**config.mk**
```make
export PLATFORM = sky130hd
export DESIGN_NAME = sp_dram_arbiter_flat
export DESIGN_NICKNAME = d
export VERILOG_FILES = /design/src/rtl/sp_dram_arbiter_pkg.sv /design/src/rtl/sp_dram_arbiter_if.sv /design/src/rtl/sp_dram_arbiter_watchdog.sv /design/src/rtl/sp_dram_arbiter.sv /design/src/flat_wrapper.sv
export SDC_FILE = /design/constraint.sdc
export NUM_CORES = 1
export LEC_CHECK = 0
export ABC_AREA = 1
export CAP_MARGIN = 0
export CORE_MARGIN = 10
export CORE_UTILIZATION = 40
export CTS_CLUSTER_SIZE = 24
export DETAILED_ROUTE_END_ITERATION = 8
export PLACE_DENSITY = 0.83
export SYNTH_ARGS = -nofsm -noshare
export SYNTH_HDL_FRONTEND = slang
export SYNTH_SLANG_ARGS = --single-unit
```
**constraint.sdc**
```tcl
create_clock -name clk_i -period 2.25 [get_ports clk_i]
set_input_delay 0.45 -clock clk_i [delete_from_list [all_inputs] [get_ports clk_i]]
set_output_delay 0.45 -clock clk_i [all_outputs]
set_load 0.01 [all_outputs]
```
**src/rtl/sp_dram_arbiter_pkg.sv**
```systemverilog
// rtl/sp_dram_arbiter_pkg.sv - shared types and widths for the scratchpad DRAM arbiter
package sp_dram_arbiter_pkg;

  localparam int DRAM_ADDR_W = 32;
  localparam int DRAM_DATA_W = 64;

  typedef enum logic [1:0] {IDLE, LOAD, STORE, RESP} arb_state_t;
  typedef enum logic {GRANT_LOAD, GRANT_STORE} arb_grant_t;

endpackage

```
**src/rtl/sp_dram_arbiter_if.sv**
```systemverilog
// rtl/sp_dram_arbiter_if.sv - scratchpad request/response and DRAM channel signal bundle
interface sp_dram_arbiter_if #(
  parameter int ADDR_W = sp_dram_arbiter_pkg::DRAM_ADDR_W,
  parameter int DATA_W = sp_dram_arbiter_pkg::DRAM_DATA_W
);
  logic              s_load;
  logic [ADDR_W-1:0] load_addr;
  logic              s_store;
  logic [ADDR_W-1:0] store_addr;
  logic [DATA_W-1:0] store_data;
  logic              s_load_hit;
  logic [DATA_W-1:0] load_data;
  logic              s_store_hit;
  logic              dram_req;
  logic              dram_wen;
  logic [ADDR_W-1:0] dram_addr;
  logic [DATA_W-1:0] dram_wdata;
  logic              dram_ready;
  logic [DATA_W-1:0] dram_rdata;

  // The arbiter side: consumes scratchpad requests, drives the DRAM channel.
  modport slave (
    input  s_load, load_addr, s_store, store_addr, store_data, dram_ready, dram_rdata,
    output s_load_hit, load_data, s_store_hit, dram_req, dram_wen, dram_addr, dram_wdata
  );

  modport master (
    output s_load, load_addr, s_store, store_addr, store_data, dram_ready, dram_rdata,
    input  s_load_hit, load_data, s_store_hit, dram_req, dram_wen, dram_addr, dram_wdata
  );
endinterface

```
**src/rtl/sp_dram_arbiter_watchdog.sv**
```systemverilog
// rtl/sp_dram_arbiter_watchdog.sv - sticky timeout flag for an outstanding DRAM request
module sp_dram_arbiter_watchdog #(
  parameter int TIMEOUT = 1024
) (
  input  logic clk_i,
  input  logic rst_ni,
  input  logic load_i,
  input  logic en_i,
  output logic expired_o
);
  localparam int CW = $clog2(TIMEOUT + 1);
  localparam logic [CW-1:0] LIMIT = CW'(TIMEOUT - 1);

  logic [CW-1:0] cnt_q;
  logic          expired_q;

  // cnt_q holds how many waiting cycles have already elapsed; it parks at LIMIT.
  always_ff @(posedge clk_i or negedge rst_ni) begin
    if (!rst_ni) begin
      cnt_q     <= '0;
      expired_q <= 1'b0;
    end else begin
      if (load_i) begin
        cnt_q <= '0;
      end else if (en_i && (cnt_q != LIMIT)) begin
        cnt_q <= cnt_q + 1'b1;
      end
      if (en_i && !load_i && (cnt_q == LIMIT)) begin
        expired_q <= 1'b1;
      end
    end
  end

  assign expired_o = expired_q;
endmodule

```
**src/rtl/sp_dram_arbiter.sv**
```systemverilog
// rtl/sp_dram_arbiter.sv - round-robin merge of scratchpad load/store onto one DRAM channel
module sp_dram_arbiter
  import sp_dram_arbiter_pkg::*;
#(
  parameter int ADDR_W  = DRAM_ADDR_W,
  parameter int DATA_W  = DRAM_DATA_W,
  parameter int TIMEOUT = 1024,
  parameter int CNT_W   = 16
) (
  input  logic               clk_i,
  input  logic               rst_ni,
  sp_dram_arbiter_if.slave   bus_io,
  output logic               err_o,
  output logic [CNT_W-1:0]   load_cnt_o,
  output logic [CNT_W-1:0]   store_cnt_o
);
  arb_state_t        state_q, state_d;
  arb_grant_t        last_q, last_d;
  logic [ADDR_W-1:0] addr_q;
  logic [DATA_W-1:0] wdata_q;
  logic [DATA_W-1:0] rdata_q;
  logic [CNT_W-1:0]  lcnt_q, scnt_q;
  logic              busy, grant, done;

  // last_q doubles as the side currently in flight, since it is updated on every grant.
  always_ff @(posedge clk_i or negedge rst_ni) begin
    if (!rst_ni) begin
      state_q <= IDLE;
      last_q  <= GRANT_STORE;
    end else begin
      state_q <= state_d;
      last_q  <= last_d;
    end
  end

  always_comb begin
    state_d = state_q;
    last_d  = last_q;
    unique case (state_q)
      IDLE: begin
        if (bus_io.s_load && (!bus_io.s_store || (last_q == GRANT_STORE))) begin
          state_d = LOAD;
          last_d  = GRANT_LOAD;
        end else if (bus_io.s_store) begin
          state_d = STORE;
          last_d  = GRANT_STORE;
        end
      end
      LOAD, STORE: begin
        if (bus_io.dram_ready) state_d = RESP;
      end
      RESP:    state_d = IDLE;
      default: state_d = IDLE;
    endcase
  end

  always_comb begin
    busy  = (state_q == LOAD) || (state_q == STORE);
    grant = (state_q == IDLE) && (state_d != IDLE);
    done  = busy && bus_io.dram_ready;
    bus_io.dram_req    = busy;
    bus_io.dram_wen    = (state_q == STORE);
    bus_io.dram_addr   = addr_q;
    bus_io.dram_wdata  = wdata_q;
    bus_io.load_data   = rdata_q;
    // A request dropped mid-flight means the scratchpad no longer wants the hit.
    bus_io.s_load_hit  = (state_q == RESP) && (last_q == GRANT_LOAD) && bus_io.s_load;
    bus_io.s_store_hit = (state_q == RESP) && (last_q == GRANT_STORE) && bus_io.s_store;
  end

  always_ff @(posedge clk_i or negedge rst_ni) begin
    if (!rst_ni) begin
      addr_q  <= '0;
      wdata_q <= '0;
      rdata_q <= '0;
      lcnt_q  <= '0;
      scnt_q  <= '0;
    end else begin
      if (grant) begin
        addr_q <= (state_d == LOAD) ? bus_io.load_addr : bus_io.store_addr;
        if (state_d == STORE) wdata_q <= bus_io.store_data;
      end
      if (done && (state_q == LOAD)) begin
        rdata_q <= bus_io.dram_rdata;
        lcnt_q  <= lcnt_q + 1'b1;
      end
      if (done && (state_q == STORE)) begin
        scnt_q <= scnt_q + 1'b1;
      end
    end
  end

  sp_dram_arbiter_watchdog #(.TIMEOUT(TIMEOUT)) u_watchdog (
    .clk_i     (clk_i),
    .rst_ni    (rst_ni),
    .load_i    (grant),
    .en_i      (busy && !bus_io.dram_ready),
    .expired_o (err_o)
  );

  assign load_cnt_o  = lcnt_q;
  assign store_cnt_o = scnt_q;
endmodule

```
**src/flat_wrapper.sv**
```systemverilog
// flat-port wrapper written by rule: the top's interface ports become plain ports
module sp_dram_arbiter_flat import sp_dram_arbiter_pkg::*;
#(
  parameter int ADDR_W  = DRAM_ADDR_W,
  parameter int DATA_W  = DRAM_DATA_W,
  parameter int TIMEOUT = 1024,
  parameter int CNT_W   = 16
)
  (clk_i, rst_ni, err_o, load_cnt_o, store_cnt_o, bus_io_s_load, bus_io_load_addr, bus_io_s_store, bus_io_store_addr, bus_io_store_data, bus_io_dram_ready, bus_io_dram_rdata, bus_io_s_load_hit, bus_io_load_data, bus_io_s_store_hit, bus_io_dram_req, bus_io_dram_wen, bus_io_dram_addr, bus_io_dram_wdata);
  sp_dram_arbiter_if #(.ADDR_W(ADDR_W), .DATA_W(DATA_W)) bus_io_i ();
  input  logic clk_i;
  input  logic rst_ni;
  output logic err_o;
  output logic [CNT_W-1:0] load_cnt_o;
  output logic [CNT_W-1:0] store_cnt_o;
  input wire logic [$bits(bus_io_i.s_load)-1:0] bus_io_s_load;
  input wire logic [$bits(bus_io_i.load_addr)-1:0] bus_io_load_addr;
  input wire logic [$bits(bus_io_i.s_store)-1:0] bus_io_s_store;
  input wire logic [$bits(bus_io_i.store_addr)-1:0] bus_io_store_addr;
  input wire logic [$bits(bus_io_i.store_data)-1:0] bus_io_store_data;
  input wire logic [$bits(bus_io_i.dram_ready)-1:0] bus_io_dram_ready;
  input wire logic [$bits(bus_io_i.dram_rdata)-1:0] bus_io_dram_rdata;
  output wire logic [$bits(bus_io_i.s_load_hit)-1:0] bus_io_s_load_hit;
  output wire logic [$bits(bus_io_i.load_data)-1:0] bus_io_load_data;
  output wire logic [$bits(bus_io_i.s_store_hit)-1:0] bus_io_s_store_hit;
  output wire logic [$bits(bus_io_i.dram_req)-1:0] bus_io_dram_req;
  output wire logic [$bits(bus_io_i.dram_wen)-1:0] bus_io_dram_wen;
  output wire logic [$bits(bus_io_i.dram_addr)-1:0] bus_io_dram_addr;
  output wire logic [$bits(bus_io_i.dram_wdata)-1:0] bus_io_dram_wdata;
  assign bus_io_i.s_load = bus_io_s_load;
  assign bus_io_i.load_addr = bus_io_load_addr;
  assign bus_io_i.s_store = bus_io_s_store;
  assign bus_io_i.store_addr = bus_io_store_addr;
  assign bus_io_i.store_data = bus_io_store_data;
  assign bus_io_i.dram_ready = bus_io_dram_ready;
  assign bus_io_i.dram_rdata = bus_io_dram_rdata;
  assign bus_io_s_load_hit = bus_io_i.s_load_hit;
  assign bus_io_load_data = bus_io_i.load_data;
  assign bus_io_s_store_hit = bus_io_i.s_store_hit;
  assign bus_io_dram_req = bus_io_i.dram_req;
  assign bus_io_dram_wen = bus_io_i.dram_wen;
  assign bus_io_dram_addr = bus_io_i.dram_addr;
  assign bus_io_dram_wdata = bus_io_i.dram_wdata;
  sp_dram_arbiter #(.ADDR_W(ADDR_W), .DATA_W(DATA_W), .TIMEOUT(TIMEOUT), .CNT_W(CNT_W)) u_core (.clk_i(clk_i), .rst_ni(rst_ni), .bus_io(bus_io_i), .err_o(err_o), .load_cnt_o(load_cnt_o), .store_cnt_o(store_cnt_o));
endmodule
```
* Word level (Yosys, flattened, before mapping)
Index checks and enable logic that the tools add are counted.
** Word-level totals
- Register bits after elaboration :: 207
- Input port bits :: 197
- Word-level logic and storage cells :: 54
** Cells by class
- Add/sub/neg operators :: 3
- Equal/unequal tests :: 7
- Muxes and demuxes :: 9
- Bitwise logic cells :: 1
- Reduce and logical (&&, ||, !) cells :: 25
** Operators by type and width (count)
- $add A16 B1 Y16 const B :: 2
- $mux W32 :: 1
- $mux W11 :: 2
- $logic_and A1 B1 Y1 :: 13
- $add A11 B1 Y11 const B :: 1
- $eq A11 B10 Y1 const B :: 1
- $ne A11 B10 Y1 const B :: 1
- $eq A2 B2 Y1 const B :: 3
- $mux W2 :: 3
- $pmux W2 S3 :: 1
- $reduce_bool A2 Y1 :: 3
- $eq A2 B1 Y1 const B :: 2
- $reduce_and A2 Y1 :: 2
- $logic_not A1 Y1 :: 3
- $logic_not A2 Y1 :: 1
- $logic_or A1 B1 Y1 :: 2
- $mux W1 :: 2
- $reduce_or A2 Y1 :: 1
- $not A1 Y1 :: 1

* Logic depth before layout (Yosys ltp)
- Word-level depth :: 10
- Mapped depth :: 13

* Cells and area by module
Synthesis repeated with hierarchy kept, for this count alone.
** Second synthesis, totals
- Cell total of the unflattened synthesis :: 1131
- Area, all modules :: 9323.9 sq um
** By module, submodules not included
- sp_dram_arbiter :: instances 1, cells an instance 1035, area an instance 8580.7 sq um, seq. area each 4880.9 sq um
- sp_dram_arbiter_watchdog :: instances 1, cells an instance 96, area an instance 743.2 sq um, seq. area each 300.3 sq um

* Worst setup path after synthesis
Ideal clock, no wire load.
- Kind :: reg-to-reg
- From :: reg u_core.state_q[0]
- To :: reg u_core.wdata_q[57], in the netlist u_core.bus_io.dram_wdata[57]
- Data arrival time :: 1.699 ns
- Data required time :: 2.120 ns
- Setup slack :: 0.421 ns
- Cell stages (with the launch flop) :: 13
- Clock period less this slack :: 1.829 ns
- Cell sequence :: dfrtp_1 > inv_1 > ha_1 > inv_1 > nand2_1 > nand3_1 > inv_1 > nor2_1 > nand3_1 > buf_2 > buf_2 > nand2_1 > o21ai_0
** On the way
- Longest elaborated chain between the ends :: 6
- Elaborated cells between the ends (all ways) :: 13
- Classes of those cells :: 4 x eq/ne; 4 x mux; 5 x reduce/logical
** RTL lines
- start, declared :: RTL line sp_dram_arbiter.sv:17 : arb_state_t state_q, state_d;
- start signal, assigned :: RTL line sp_dram_arbiter.sv:31 : state_q <= state_d;
- $eq A2 B2 Y1, or another cell as far along :: RTL line sp_dram_arbiter.sv:39 : unique case (state_q)
- $reduce_or A2 Y1 or $mux W2 (tied branches) :: RTL line sp_dram_arbiter.sv:39, sp_dram_arbiter.sv:41
- $pmux W2 S3 :: RTL line sp_dram_arbiter.sv:39
- $reduce_bool A2 Y1 :: RTL line sp_dram_arbiter.sv:59 : grant = (state_q == IDLE) && (state_d != IDLE);
- $logic_and A1 B1 Y1 :: RTL line sp_dram_arbiter.sv:59
- $reduce_and A2 Y1 (no source line) (*)
- end signal, assigned :: RTL line sp_dram_arbiter.sv:81 : if (state_d == STORE) wdata_q <= bus_io.store_data;
- end, declared :: RTL line sp_dram_arbiter.sv:20 : logic [DATA_W-1:0] wdata_q;
Mark *: on every way between the ends. The rest lies on a longest branch, timed or not.
A chain may end at the register's enable or synchronous reset.

* Final worst setup path
- From :: reg u_core.state_q[0]
- To :: out bus_io_dram_req
** On the way
- Longest elaborated chain between the ends :: 2
- Elaborated cells between the ends (all ways) :: 3
- Classes of those cells :: 2 x eq/ne; 1 x reduce/logical
** RTL lines
- $eq A2 B1 Y1 or $eq A2 B2 Y1 (tied branches) :: RTL line sp_dram_arbiter.sv:58 : busy = (state_q == LOAD) || (state_q == STORE);
- $logic_or A1 B1 Y1 (*) :: RTL line sp_dram_arbiter.sv:58
- end, declared :: RTL line flat_wrapper.sv:26 : output wire logic [$bits(bus_io_i.dram_req)-1:0] bus_io_dram_req;
Marked as above.

==> results.toml <==
[floorplanning]
num_rows = 54
start_util_pct = 40.8
die_h_um = 169
fp.dieArea_um2 = 28700
dieWidth_um = 169
core-area_um2 = 21900
ios = 394

[sta]
tightest_slew_ns = 0.478
fmax_mhz = 472
drv_slew = 0
period_share_pct = 94.1
hold_viol = 0
setup_viol = 0
slew_headroom_pct = 68.1
tns_ns = 0
finalCriticalPeriod_ns = 2.12
skew_ns = 0.0228

[synthesis]
ys_types = 26
synthCells = 1087
yosys.area.top_type = "dfrtp_1"
synth_area_leaders = "dfrtp_1 58%, nand2_1 21%, inv_1 4.7%, o21ai_0 3.8%, nand3_1 3.0%"
yosys_warnings = 0
synth_fp_nets = 1291
synthesis.area_um2 = 8930
ys_seq_area_share_pct = 58.0
ys_seq_elements = 207
avgSynthCellArea_um2 = 8.22
synth_top_area_share_pct = 57.7

[pwr]
switching_share_pct = 37.3
power.leakage_nw = 7.16
p_clk_share_pct = 22.2
seq_power_share_pct = 31.6
ir_drop_mv = 0.913
power_switching_mw = 7.31
power_density_nw_per_um2 = 1370
p_comb_share_pct = 46.2
cellInternalPower_mw = 12.3

[clocking]
clock_sinks = 207
clk_pin_slew_ns = 0.06
numCtsBuffers = 24
root_buffer = "clkbuf_16"
clock_path_buffers = 3
htreeDepth = 1
cts_tree = "done"
clkLatencyLatePin_ns = 0.52

[final_layout]
multi_input_area_um2 = 3150
antennaDiodeCount = 0
fillCellCount = 1656
drive_gt1_share_pct = 5.50
fin_util_pct = 65.6
nNetsFinal = 1694
synthToLayoutAreaGrowth_pct = 60.7
seqCellArea_um2 = 5180

[routing]
wl_um = 31700
wl_per_cell_um = 17.7
dr_total_vias = 8597
firstDrtPassIters = 5
drc_errors = 0
initialDrtViolationCount = 522
drtAntennaViolNets = 0
viasPerCell = 4.81

[critical_path]
crit_fanout = 5
end_kind = "output pin"
cp_top_family = "flip-flops"
path_cells = "inv_1 -> ha_1 -> dlygate4sd2_1"
crit_slowest_cell = "dfrtp_1"
critPathRequiredTime_ns = 1.80
cp_num_buf_inv = 2
path_class = "flop to output pin"
arrival_ns = 1.67
critPathLaunchType = "flop"
critical-path-max-stage-delay_ns = 0.40

[global_route]
grt_max_degree = 81
antenna_found_initial = 0
grt_pass1_wl_um = 48500
grt_usage_pct = 20.8
grt_pass1_vias = 9029
gr-total-overflow = 0

[place]
dp_hpwl_um = 23400
place.gp.congestion = 0.843
io_buffers = 393

[worst_hold_path]
min_path_type = "input port to asynchronous set/reset pin"

[status]
status = "completed"

[run]
cap_violations = 0
[power by group through the flow]
stage / Clock (mW) / Sequential, mW / Combinational, mW
2_1_floorplan: 0 / 6.71 / 3.46
3_3_place_gp: 0 / 6.13 / 8.71
3_5_place_dp: 0 / 6.18 / 8.97
4_1_cts: 4.45 / 6.18 / 9.02
5_1_grt: 4.60 / 6.35 / 10.0
6_report: 4.36 / 6.20 / 9.07
[synth_stat cells]
cell type / number
nand3_2: 1
inv_2: 2
dfstp_2: 1
nor2_1: 49
clkbuf_1: 18
nand2_1: 489
nand2_2: 1
nand4_1: 7
o21ai_0: 67
ha_1: 7
dfrtp_1: 206
o21ai_1: 6
nor3_2: 1
nand3b_1: 1
and3_1: 1
nand3_1: 54
nor3b_1: 1
buf_2: 25
inv_1: 113
a21oi_4: 1
clkbuf_2: 1
nor2_2: 1
nor3_1: 7
xor2_1: 15
xnor2_1: 11
buf_1: 1
[stage by stage]
step / setup slack (ns) / cells / hold slack, ns / cell area (um2) / power, mW
after floorplan: 0.421 / 1087 / 0.154 / 8930 / 10.2
after global placement: 0.0525 / 1738 / 0.318 / 13300 / 14.8
after detailed placement: -0.0322 / 1738 / 0.320 / 13300 / 15.1
after CTS: 0.0199 / 1783 / 0.339 / 14300 / 19.6
after global routing: -0.0189 / 1788 / 0.357 / 14400 / 21.0
final: 0.133 / 1788 / 0.356 / 14400 / 19.6
[worst reg2reg max path, stage by stage (launching register included)]
cell and delay (ns):
dfrtp_1 0.40, inv_1 0.08, ha_1 0.36, inv_1 0.10, nand2_1 0.05, nand3_1 0.09
inv_1 0.08, nor2_4 0.17, nand3_4 0.10, buf_12 0.17, buf_12 0.17, o21ai_0 0.23
[cells by family after synthesis]
group,share of synthesized area [%]
flops,58.0
xor+xnor,2.55
compound gates,4.27
simple gates,27.1
buf+inv,7.09
fa+ha+maj,0.980
[flip-flops by register name, indices dropped and copies added (netlist names)]
| signal | flops |
|---|---|
| u_core.bus_io.dram_addr | 32 |
| u_core.bus_io.dram_wdata | 64 |
| u_core.bus_io.load_data | 64 |
| u_core.last_q | 1 |
| u_core.load_cnt_o | 16 |
| u_core.state_q | 2 |
| u_core.store_cnt_o | 16 |
| u_core.u_watchdog.cnt_q | 11 |
| u_core.u_watchdog.expired_o | 1 |
[cell type report]
class | count | share of cell area, %
multi-input combinational | 721 | 22.0
timing repair buffer | 421 | 30.2
sequential | 207 | 36.1
clock buffer | 29 | 4.52
clock inverter | 15 | 1.74
tap | 280 | 2.44
inverter | 115 | 3.02
[layout by cell type (no fill, tap or decap), types with 2 or more instances in the layout]
| cell | instances |
|---|---|
| clkbuf_16 | 26 |
| buf_4 | 12 |
| inv_2 | 2 |
| clkdlybuf4s50_1 | 388 |
| clkbuf_8 | 4 |
| clkinv_4 | 2 |
| nor2_1 | 48 |
| xor2_1 | 15 |
| dfrtp_1 | 206 |
| ha_1 | 7 |
| nand3_1 | 53 |
| nand3_2 | 2 |
| clkinv_2 | 4 |
| dlygate4sd2_1 | 3 |
| o21ai_1 | 6 |
| nand4_1 | 7 |
| nand2_1 | 488 |
| clkbuf_1 | 2 |
| xnor2_1 | 11 |
| nor3_1 | 7 |
| o21ai_0 | 67 |
| inv_1 | 112 |
| nand2_2 | 2 |
| bufinv_16 | 6 |
| buf_12 | 12 |
[worst paths after layout]
kind / start / to / slack [ns] / depth (start not counted)
setup reg to reg: u_core.state_q[0] / u_core.bus_io.dram_wdata[53] / 0.17 / 11
hold reg to reg: u_core.u_watchdog.expired_o / u_core.u_watchdog.expired_o / 0.47 / 2
max in group asynchronous: rst_ni / u_core.bus_io.dram_addr[30] / 1.21 / 3
hold / removal: rst_ni / u_core.bus_io.load_data[61] / 0.36 / 2
setup / recovery: u_core.state_q[0] / bus_io_dram_req / 0.13 / 3
min in group clk_i: bus_io_dram_rdata[28] / u_core.bus_io.load_data[28] / 0.46 / 3
[metal layers]
metal | up-vias | wire (um) | GRT usage, %
li1 | 4119 | - | -
met1 | 4044 | 11400 | 22.1
met5 | - | 0 | 0
met2 | 375 | 16100 | 37.0
met4 | 0 | 942 | 6.49
met3 | 59 | 3260 | 8.13
[repair_timing]
action	CTS	global route
hold buffers	1	0
hold endpoints to repair	15	0
buffers inserted	0	2
setup endpoints to repair	3	94
resized for setup	3	6
pin swaps	0	2
cloned	0	3
Power figures use the tool's default switching activity.
